===== src/rtl/in_fetch_pkg.sv =====
// Shared constants and types for the instruction fetch stage.
package in_fetch_pkg;

   localparam int XLEN = 32;
   localparam logic [XLEN-1:0] NOP_INSTR = 32'h00000013;
   localparam logic [XLEN-1:0] PC_STEP   = 32'd4;

   typedef struct packed {
      logic [XLEN-1:0] pc;
      logic [XLEN-1:0] instr;
   } fetch_pair_t;

endpackage


===== src/rtl/in_fetch_fifo.sv =====
// Small in-order FIFO with synchronous flush, used for the PC queue and the response buffer.
module in_fetch_fifo #(
   parameter int WIDTH = 32,
   parameter int DEPTH = 2,
   localparam int AW = (DEPTH > 1) ? $clog2(DEPTH) : 1,
   localparam int CW = $clog2(DEPTH + 1)
) (
   input  logic             clk,
   input  logic             reset,
   input  logic             flush,
   input  logic             push,
   input  logic [WIDTH-1:0] push_data,
   input  logic             pop,
   output logic [WIDTH-1:0] head_data,
   output logic [CW-1:0]    count
);

   localparam logic [AW-1:0] LAST_PTR = AW'(DEPTH - 1);
   localparam logic [CW-1:0] FULL_CNT = CW'(DEPTH);

   logic [WIDTH-1:0] r_mem [DEPTH];
   logic [AW-1:0]    r_wr_ptr;
   logic [AW-1:0]    r_rd_ptr;
   logic [CW-1:0]    r_count;
   logic             w_do_push;
   logic             w_do_pop;

   function automatic logic [AW-1:0] ptr_inc(input logic [AW-1:0] p);
      return (p == LAST_PTR) ? '0 : p + AW'(1);
   endfunction

   // A push into a full FIFO is only taken when the head leaves in the same cycle.
   assign w_do_pop  = pop && (r_count != '0);
   assign w_do_push = push && ((r_count != FULL_CNT) || w_do_pop);
   assign head_data = r_mem[r_rd_ptr];
   assign count     = r_count;

   always_ff @(posedge clk or negedge reset) begin
      if (!reset) begin
         for (int i = 0; i < DEPTH; i++) begin
            r_mem[i] <= '0;
         end
         r_wr_ptr <= '0;
         r_rd_ptr <= '0;
         r_count  <= '0;
      end else if (flush) begin
         r_wr_ptr <= '0;
         r_rd_ptr <= '0;
         r_count  <= '0;
      end else begin
         if (w_do_push) begin
            r_mem[r_wr_ptr] <= push_data;
            r_wr_ptr        <= ptr_inc(r_wr_ptr);
         end
         if (w_do_pop) begin
            r_rd_ptr <= ptr_inc(r_rd_ptr);
         end
         r_count <= r_count + CW'(w_do_push) - CW'(w_do_pop);
      end
   end

endmodule


===== src/rtl/in_fetch.sv =====
// Instruction fetch stage: credit-limited memory requests, in-order response buffering,
// IF/ID output register, and redirect handling that drops stale responses.
module in_fetch
   import in_fetch_pkg::*;
#(
   parameter logic [31:0] RESET_PC = 32'h00000000,
   parameter int          DEPTH    = 2
) (
   input  logic        clk,
   input  logic        reset,
   input  logic        stall,
   input  logic        redirect_valid,
   input  logic [31:0] redirect_pc,
   output logic        imem_req_valid,
   input  logic        imem_req_ready,
   output logic [31:0] imem_addr,
   input  logic        imem_resp_valid,
   input  logic [31:0] imem_resp_data,
   output logic [31:0] PC_out,
   output logic [31:0] instruction_out,
   output logic        valid_out
);

   localparam int            CW      = $clog2(DEPTH + 1);
   localparam logic [CW:0]   DEPTH_C = (CW + 1)'(DEPTH);

   logic [XLEN-1:0] r_fetch_pc;
   logic [CW-1:0]   r_in_flight;
   logic [CW-1:0]   r_drop_cnt;
   logic [XLEN-1:0] r_pc_out;
   logic [XLEN-1:0] r_instr_out;
   logic            r_valid_out;

   logic            w_credit;
   logic            w_accept;
   logic            w_resp_ok;
   logic            w_drop;
   logic            w_keep;
   logic            w_load;
   logic            w_use_buf;
   logic            w_use_byp;
   logic            w_buf_push;
   logic            w_buf_pop;
   logic            w_pcq_push;
   logic [CW-1:0]   w_in_flight_nxt;
   logic [XLEN-1:0] w_pcq_head;
   logic [CW-1:0]   w_pcq_count;
   fetch_pair_t     w_buf_head;
   logic [CW-1:0]   w_buf_count;

   // Every outstanding request already owns a buffer slot, so responses can never overflow.
   assign w_credit       = ({1'b0, r_in_flight} + {1'b0, w_buf_count}) < DEPTH_C;
   assign imem_req_valid = reset && w_credit;
   assign imem_addr      = r_fetch_pc;
   assign w_accept       = imem_req_valid && imem_req_ready;

   // Responses with nothing outstanding (e.g. stragglers from before reset) are ignored.
   assign w_resp_ok  = imem_resp_valid && (r_in_flight != '0);
   assign w_drop     = w_resp_ok && (r_drop_cnt != '0);
   assign w_keep     = w_resp_ok && (r_drop_cnt == '0) && (w_pcq_count != '0);

   assign w_load     = !r_valid_out || !stall;
   assign w_use_buf  = w_load && (w_buf_count != '0);
   assign w_use_byp  = w_load && (w_buf_count == '0) && w_keep;
   assign w_buf_push = w_keep && !w_use_byp && !redirect_valid;
   assign w_buf_pop  = w_use_buf && !redirect_valid;
   assign w_pcq_push = w_accept && !redirect_valid;

   assign w_in_flight_nxt = r_in_flight + CW'(w_accept) - CW'(w_resp_ok);

   in_fetch_fifo #(
      .WIDTH (XLEN),
      .DEPTH (DEPTH)
   ) u_pc_q (
      .clk       (clk),
      .reset     (reset),
      .flush     (redirect_valid),
      .push      (w_pcq_push),
      .push_data (r_fetch_pc),
      .pop       (w_keep),
      .head_data (w_pcq_head),
      .count     (w_pcq_count)
   );

   in_fetch_fifo #(
      .WIDTH ($bits(fetch_pair_t)),
      .DEPTH (DEPTH)
   ) u_resp_buf (
      .clk       (clk),
      .reset     (reset),
      .flush     (redirect_valid),
      .push      (w_buf_push),
      .push_data ({w_pcq_head, imem_resp_data}),
      .pop       (w_buf_pop),
      .head_data (w_buf_head),
      .count     (w_buf_count)
   );

   // Redirect outranks stall; everything still in flight after this edge becomes stale.
   always_ff @(posedge clk or negedge reset) begin
      if (!reset) begin
         r_fetch_pc  <= RESET_PC;
         r_in_flight <= '0;
         r_drop_cnt  <= '0;
         r_pc_out    <= '0;
         r_instr_out <= NOP_INSTR;
         r_valid_out <= 1'b0;
      end else begin
         r_in_flight <= w_in_flight_nxt;
         if (redirect_valid) begin
            r_fetch_pc  <= redirect_pc;
            r_drop_cnt  <= w_in_flight_nxt;
            r_instr_out <= NOP_INSTR;
            r_valid_out <= 1'b0;
         end else begin
            if (w_accept) begin
               r_fetch_pc <= r_fetch_pc + PC_STEP;
            end
            if (w_drop) begin
               r_drop_cnt <= r_drop_cnt - CW'(1);
            end
            if (w_use_buf) begin
               r_pc_out    <= w_buf_head.pc;
               r_instr_out <= w_buf_head.instr;
               r_valid_out <= 1'b1;
            end else if (w_use_byp) begin
               r_pc_out    <= w_pcq_head;
               r_instr_out <= imem_resp_data;
               r_valid_out <= 1'b1;
            end else if (w_load) begin
               r_instr_out <= NOP_INSTR;
               r_valid_out <= 1'b0;
            end
         end
      end
   end

   assign PC_out          = r_pc_out;
   assign instruction_out = r_instr_out;
   assign valid_out       = r_valid_out;

endmodule

===== config.mk =====
export PLATFORM = sky130hd
export DESIGN_NAME = in_fetch
export DESIGN_NICKNAME = d
export VERILOG_FILES = /design/src/rtl/in_fetch_pkg.sv /design/src/rtl/in_fetch_fifo.sv /design/src/rtl/in_fetch.sv
export SDC_FILE = /design/constraint.sdc
export NUM_CORES = 1
export LEC_CHECK = 0
export BUFFER_PORTS_ARGS = -buffer_cell sky130_fd_sc_hd__buf_2
export CORE_ASPECT_RATIO = 0.5
export CORE_MARGIN = 10
export CORE_UTILIZATION = 45
export DETAILED_ROUTE_END_ITERATION = 10
export GPL_ROUTABILITY_DRIVEN = 1
export PLACE_DENSITY = 0.72
export REMOVE_ABC_BUFFERS = 1
export SLEW_MARGIN = 20
export SYNTH_ARGS = -nofsm -noshare
export SYNTH_HDL_FRONTEND = slang
export SYNTH_HIERARCHICAL = 1
export SYNTH_SLANG_ARGS = --single-unit

===== constraint.sdc =====
create_clock -name clk -period 4.6 [get_ports clk]
set_clock_uncertainty 0.05 [all_clocks]
set_input_delay 0.23 -clock clk [delete_from_list [all_inputs] [get_ports clk]]
set_output_delay 0.23 -clock clk [all_outputs]
set_load 0.1 [all_outputs]

Word level (Yosys, flattened, before mapping)
Index checks and enable logic that the tools add are counted.
{ "word_totals": {"elab_cells": 126, "reg_bits": 301, "output_inout_bits": 98} }
{ "classes": {"bitwise_logic": 5, "magnitude_cmp": 7, "n_addsub": 13, "n_eq_ne": 2, "n_reduce_logical": 43, "muxes": 40} }
{ "ops": {"columns": ["cell", "count"], "rows": [
  ["$mux 32", 12],
  ["$mux 64", 4],
  ["$bwmux 128", 1],
  ["$bwmux 64", 1],
  ["$demux 64 s1", 1],
  ["$add 32x3->32 const B", 1],
  ["$demux 32 s1", 1],
  ["$reduce_bool 2->1", 11],
  ["$logic_and 1x1->1", 19],
  ["$mux 1", 16],
  ["$ge 2x2->1 const B", 4],
  ["$mux 2", 4],
  ["$not 1->2", 4],
  ["$add 2x1->2", 3],
  ["$reduce_and 2->1", 3],
  ["$sub 2x1->2", 3],
  ["$add 1x1->1 const B", 4],
  ["$logic_not 1->1", 4],
  ["$logic_not 2->1", 2],
  ["$lt 2x1->1 const B", 2],
  ["$ne 2x2->1 const B", 2],
  ["$reduce_bool 4->1", 1],
  ["$add 2x2->3", 1],
  ["$logic_or 1x1->1", 3],
  ["other kinds (3)", 3]
]} }

Longest topological paths before layout
{ "depth": {"word_depth": 12, "ltp_mapped": 13, "mapped_depth_nobuf": 11} }

Modules after synthesis
The synthesis kept the hierarchy.
{ "by_module_without_submodules": {"columns": ["module", "cells_per_inst", "instances", "seq_area_each_um2", "area_per_inst_um2"], "rows": [
  ["in_fetch_fifo at u_resp_buf", 363, 1, 3303.2, 5969.5],
  ["in_fetch", 490, 1, 2531.2, 5126.2],
  ["in_fetch_fifo at u_pc_q", 193, 1, 1701.6, 3096.7]
]} }

Worst setup path after synthesis
Ideal clock, no wire load.
{ "synth_timing": {"path_kind": "reg-to-output", "start": "reg u_resp_buf.r_count[0] (netlist: u_resp_buf/count[0])", "end": "out imem_req_valid", "required_time_ns": 4.320, "path_slack_ns": 1.067, "t_arrival_ns": 3.253, "stages_incl_launch_ff": 4, "path_buffers": 0, "path_cell_list": "dfrtp_1 and2_1 fa_1 nor3b_1"} }
{ "synth_via": {"elab_chain_cells": 3} }
{ "synth_lines": {"columns": ["item", "line_no", "text"], "rows": [
  ["from (decl)", "in_fetch_fifo.sv:24", "logic [CW-1:0] r_count;"],
  ["from (signal assigned)", "in_fetch_fifo.sv:58", "r_count <= r_count + CW'(w_do_push) - CW'(w_do_pop);"],
  ["$add 2x2->3", "in_fetch.sv:52", "assign w_credit = ({1'b0, r_in_flight} + {1'b0, w_buf_count}) < DEPTH_C;"],
  ["$lt 3x2->1", "in_fetch.sv:52", null],
  ["$logic_and 1x1->1", "in_fetch.sv:53", "assign imem_req_valid = reset && w_credit;"],
  ["to (decl)", "in_fetch.sv:14", "output logic imem_req_valid,"]
]} }
Every way passes these cells.

Final worst setup path
{ "layout_timing": {"start": "reg u_resp_buf.r_count[0] (netlist: u_resp_buf/count[0])", "end": "reg r_fetch_pc[26] (netlist: imem_addr[26])"} }
{ "layout_via": {"elab_chain_cells": 5} }
{ "layout_lines": {"columns": ["item", "line_no", "text"], "rows": [
  ["$add 2x2->3", "in_fetch.sv:52", null],
  ["$lt 3x2->1", "in_fetch.sv:52", null],
  ["$logic_and 1x1->1", "in_fetch.sv:53", null],
  ["$logic_and 1x1->1", "in_fetch.sv:55", "assign w_accept = imem_req_valid && imem_req_ready;"],
  ["$reduce_bool 2->1 (no line)", null, null],
  ["to (signal assigned)", "in_fetch.sv:111", "r_fetch_pc <= redirect_pc;"],
  ["to (signal assigned)", "in_fetch.sv:117", "r_fetch_pc <= r_fetch_pc + PC_STEP;"],
  ["to (decl)", "in_fetch.sv:27", "logic [XLEN-1:0] r_fetch_pc;"]
]} }
Every way passes these cells.
A chain may end at the register's enable or synchronous reset.

==> flow_metrics.env <==
export IMPL_path_class="flip-flop to flip-flop"
export IMPL_synth_cells=1046
export IMPL_hold_viol=0
export IMPL_final_cell_mix="dfrtp_1 (296), mux2_2 (262), buf_2 (166)"
export IMPL_drt_wl_total_um=34600
export IMPL_final_antenna_net_count=0
export IMPL_synth_top_family_by_area="multiplexers"
export IMPL_ys_flop_type="dfrtp_1"
export IMPL_drv_cap=0
export IMPL_r2r_cells=7
export IMPL_holdPathStages=3
export IMPL_path_max_fanout=17
export IMPL_layout_drive_gt1_share_pct=46.7
export IMPL_finalSetupTns_ns=0
export IMPL_path_cells="and2_1, fa_1, and4bb_1, inv_4, or4_1, or4_1, a31oi_1"
export IMPL_grt_overflow_total=0
export IMPL_dp_hpwl_um=21900
export IMPL_setup_violations=0
export IMPL_first_pass_iters=4
export IMPL_post_cts_buffers=0
export IMPL_rsz0062_at_grt="no"
export IMPL_final_common_cell="dfrtp_1"
export IMPL_fin_crit_ns=3.65
export IMPL_vias=9248
export IMPL_cts_clk_slew_worst_paths_ns=0.07
export IMPL_io_buffers=167
export IMPL_die_w_um=271
export IMPL_crit_cells=7
export IMPL_muxShareOfSynthArea_pct=30.7
export IMPL_finalMaxSlewViolations=0
export IMPL_dp_slack_ns=0.966
export IMPL_die_area_um2=39500
export IMPL_path_buf_inv=1
export IMPL_pin_count=168
export IMPL_grt_max_degree=81
export IMPL_tritoncts="yes"
export IMPL_hold_path_class="primary input to flip-flop"
export IMPL_grt_pass1_wl_um=56400
export IMPL_arrival_ns=4.07
export IMPL_crit_top_cell="or4_1"
export IMPL_fmax_mhz=274
export IMPL_start_util_pct=46.3
export IMPL_wl_met2_um=18100
export IMPL_yosysSeqAreaShare_pct=53.1
export IMPL_cts_sinks=301
export IMPL_cts_root_buf="clkbuf_16"
export IMPL_clock_latency_ns=0.56
export IMPL_critPathSlowestCell="or4_1"
export IMPL_cts_buffers=29
export IMPL_relSlewSlack_pct=26.9
export IMPL_start_kind="flip-flop"
export IMPL_synth_compound_area_share_pct=5.59
export IMPL_cpLargestDelayFamily="simple AND/OR/NAND/NOR gates"
export IMPL_rows=45
export IMPL_antenna_found_initial=2
export IMPL_ys_ff_latch=301
export IMPL_synthToLayoutAreaGrowth_pct=19.7
export IMPL_crit_required_ns=5.02
export IMPL_wl_met3_um=1140
export IMPL_routed_top_layer="met4"
export IMPL_synth_edf_count=0
export IMPL_synth_xor_area_share_pct=1.23
export IMPL_worstSetupEndpointType="flip-flop"
export IMPL_synth_top_area_share_pct=52.5
export IMPL_syn_avg_cell_area_um2=13.6
export IMPL_synthAdderAreaFrac_pct=0.846
export IMPL_p_leak_nw=8.16
export IMPL_synth_simple_gate_area_share_pct=5.42
export IMPL_grt_usage_pct=17.3
export IMPL_synth_area_leaders="dfrtp_1 (53%), mux2_2 (21%), mux2_4 (9.5%), nand2_1 (1.7%), o21ai_0 (1.7%)"
export IMPL_ys_types=47
export IMPL_ys_warn_count=6
export IMPL_period_share_pct=79.5
export IMPL_worst_slew_pin_slew_ns=1.09
export IMPL_core_area_um2=30700
export IMPL_cts_buffer_depth=3
export IMPL_async_flop_share_pct=100
export IMPL_synth_top_area_cell="dfrtp_1"
export IMPL_avgViaCountPerCell=5.43
export IMPL_setup_ws_ns=0.945
export IMPL_gp_congestion=0.783
export IMPL_netlist_area_um2=14200
export IMPL_final_nets=1337
export IMPL_max_stage_delay_ns=0.83
export IMPL_htree_levels=1
export IMPL_powerDensity_nw_per_um2=447
export IMPL_nFillCells=2494
export IMPL_grt_pass1_vias=10077
export IMPL_met1_length_um=14600
export IMPL_drc=0
export IMPL_die_h_um=146
export IMPL_status="complete, no violations"
export IMPL_ir_drop_mv=0.317
export IMPL_avgRoutedWirePerCell_um=20.3
export IMPL_drt_iter0_markers=502
-- final cells by class --
type	instances	area, um2	share of cell area [%]
Antenna cell	2	5.00	0.0295
Clock buffer	37	786	4.63
Clock inverter	14	139	0.818
Inverter	18	70.1	0.412
Multi-Input combinational cell	662	6270	36.9
Sequential cell	301	7540	44.4
Tap cell	423	529	3.12
Timing Repair Buffer	246	1650	9.69
-- worst paths after layout --
check	startpoint	end	slack (ns)
setup / recovery	u_resp_buf/count[0]$_DFF_PN0_	imem_addr[26]$_DFFE_PN0P_	0.95
setup reg to reg	u_resp_buf/count[0]$_DFF_PN0_	imem_addr[26]$_DFFE_PN0P_	0.95
hold reg to reg	instruction_out[24]$_DFFE_PN0P_	instruction_out[24]$_DFFE_PN0P_	0.43
min in group asynchronous	reset	u_pc_q/r_mem[3]$_DFFE_PN0P_	0.08
max in group asynchronous	reset	u_pc_q/r_rd_ptr$_DFFE_PN0P_	2.55
hold / removal	stall	valid_out$_DFFE_PN0P_	0.06
-- routing by layer --
| metal | vias to the layer above | GRT usage, % |
|---|---|---|
| li1 | 4209 | - |
| met1 | 4827 | 20.8 |
| met2 | 156 | 31.4 |
| met3 | 56 | 3.08 |
| met4 | 0 | 4.39 |
| met5 | - | 0 |
-- stage by stage --
stage	hold WS, ns	power [mW]	std cells	util (%)	instance area [um2]
after floorplan	-0.116	4.76	981	-	13800
after global placement	0.0747	5.18	1584	50.2	15400
after detailed placement	0.0836	5.24	1584	50.2	15400
after CTS	0.0379	7.67	1701	55.3	17000
after global routing	0.0733	7.93	1703	55.4	17000
final	0.0604	7.59	1703	55.4	17000
-- where the power goes --
part / total (mW) / internal, mW / switching, mW
clock network: 2.35 / 1.32 / 1.03
registers: 3.18 / 2.97 / 0.216
logic: 2.06 / 0.663 / 1.39
-- cell families after synthesis --
group           Yosys count
compound gates          121
flops                   301
mux                     357
xor+xnor                 20
simple gates            155
fa+ha+maj                 9
buf+inv                  83
-- state kept, by name (all words and copies together), names as in the netlist --
register	flops
u_pc_q/r_wr_ptr	1
instruction_out	32
valid_out	1
u_resp_buf/r_wr_ptr	1
u_resp_buf/r_rd_ptr	1
u_resp_buf/count	2
u_pc_q/r_mem	64
r_in_flight	2
u_resp_buf/r_mem	128
imem_addr	32
u_pc_q/count	2
PC_out	32
r_drop_cnt	2
u_pc_q/r_rd_ptr	1
-- worst reg2reg max path: stages (launching register included) --
cell	delay, ns
dfrtp_1	0.54
and2_1	0.20
fa_1	0.43
and4bb_1	0.57
inv_4	0.17
or4_1	0.83
or4_1	0.60
a31oi_1	0.17
-- repair_timing --
action                                  in CTS  in global routing
hold buffers                                66                  0
resized for setup                            0                  0
endpoints found under the setup margin       0                  0
hold endpoints to repair                   163                  0
-- cells in the mapped netlist (2+ instances only) --
| cell | count |
|---|---|
| dfrtp_1 | 298 |
| mux2_2 | 262 |
| mux2_4 | 90 |
| nand2_1 | 63 |
| o21ai_0 | 47 |
| clkbuf_1 | 38 |
| a22oi_1 | 29 |
| nor2_1 | 28 |
| inv_1 | 16 |
| xnor2_1 | 16 |
| or4_1 | 15 |
| a31oi_1 | 14 |
| nand3_1 | 14 |
| buf_6 | 13 |
| o31ai_1 | 12 |
| buf_2 | 9 |
| ha_1 | 8 |
| nand4_1 | 8 |
| buf_4 | 5 |
| nor4_1 | 5 |
| a211o_1 | 4 |
| and3_1 | 4 |
| mux2_1 | 4 |
| xor2_1 | 4 |
| a2bb2oi_1 | 3 |
| dfstp_2 | 3 |
| nor3_1 | 3 |
| o21a_1 | 3 |
| o22a_1 | 3 |
| and2_1 | 2 |
| and4_1 | 2 |
| and4b_1 | 2 |
| nor2b_1 | 2 |
| o211ai_1 | 2 |
| or3_1 | 2 |
| or3b_4 | 2 |
No activity file was read; power rests on OpenSTA's default activity.
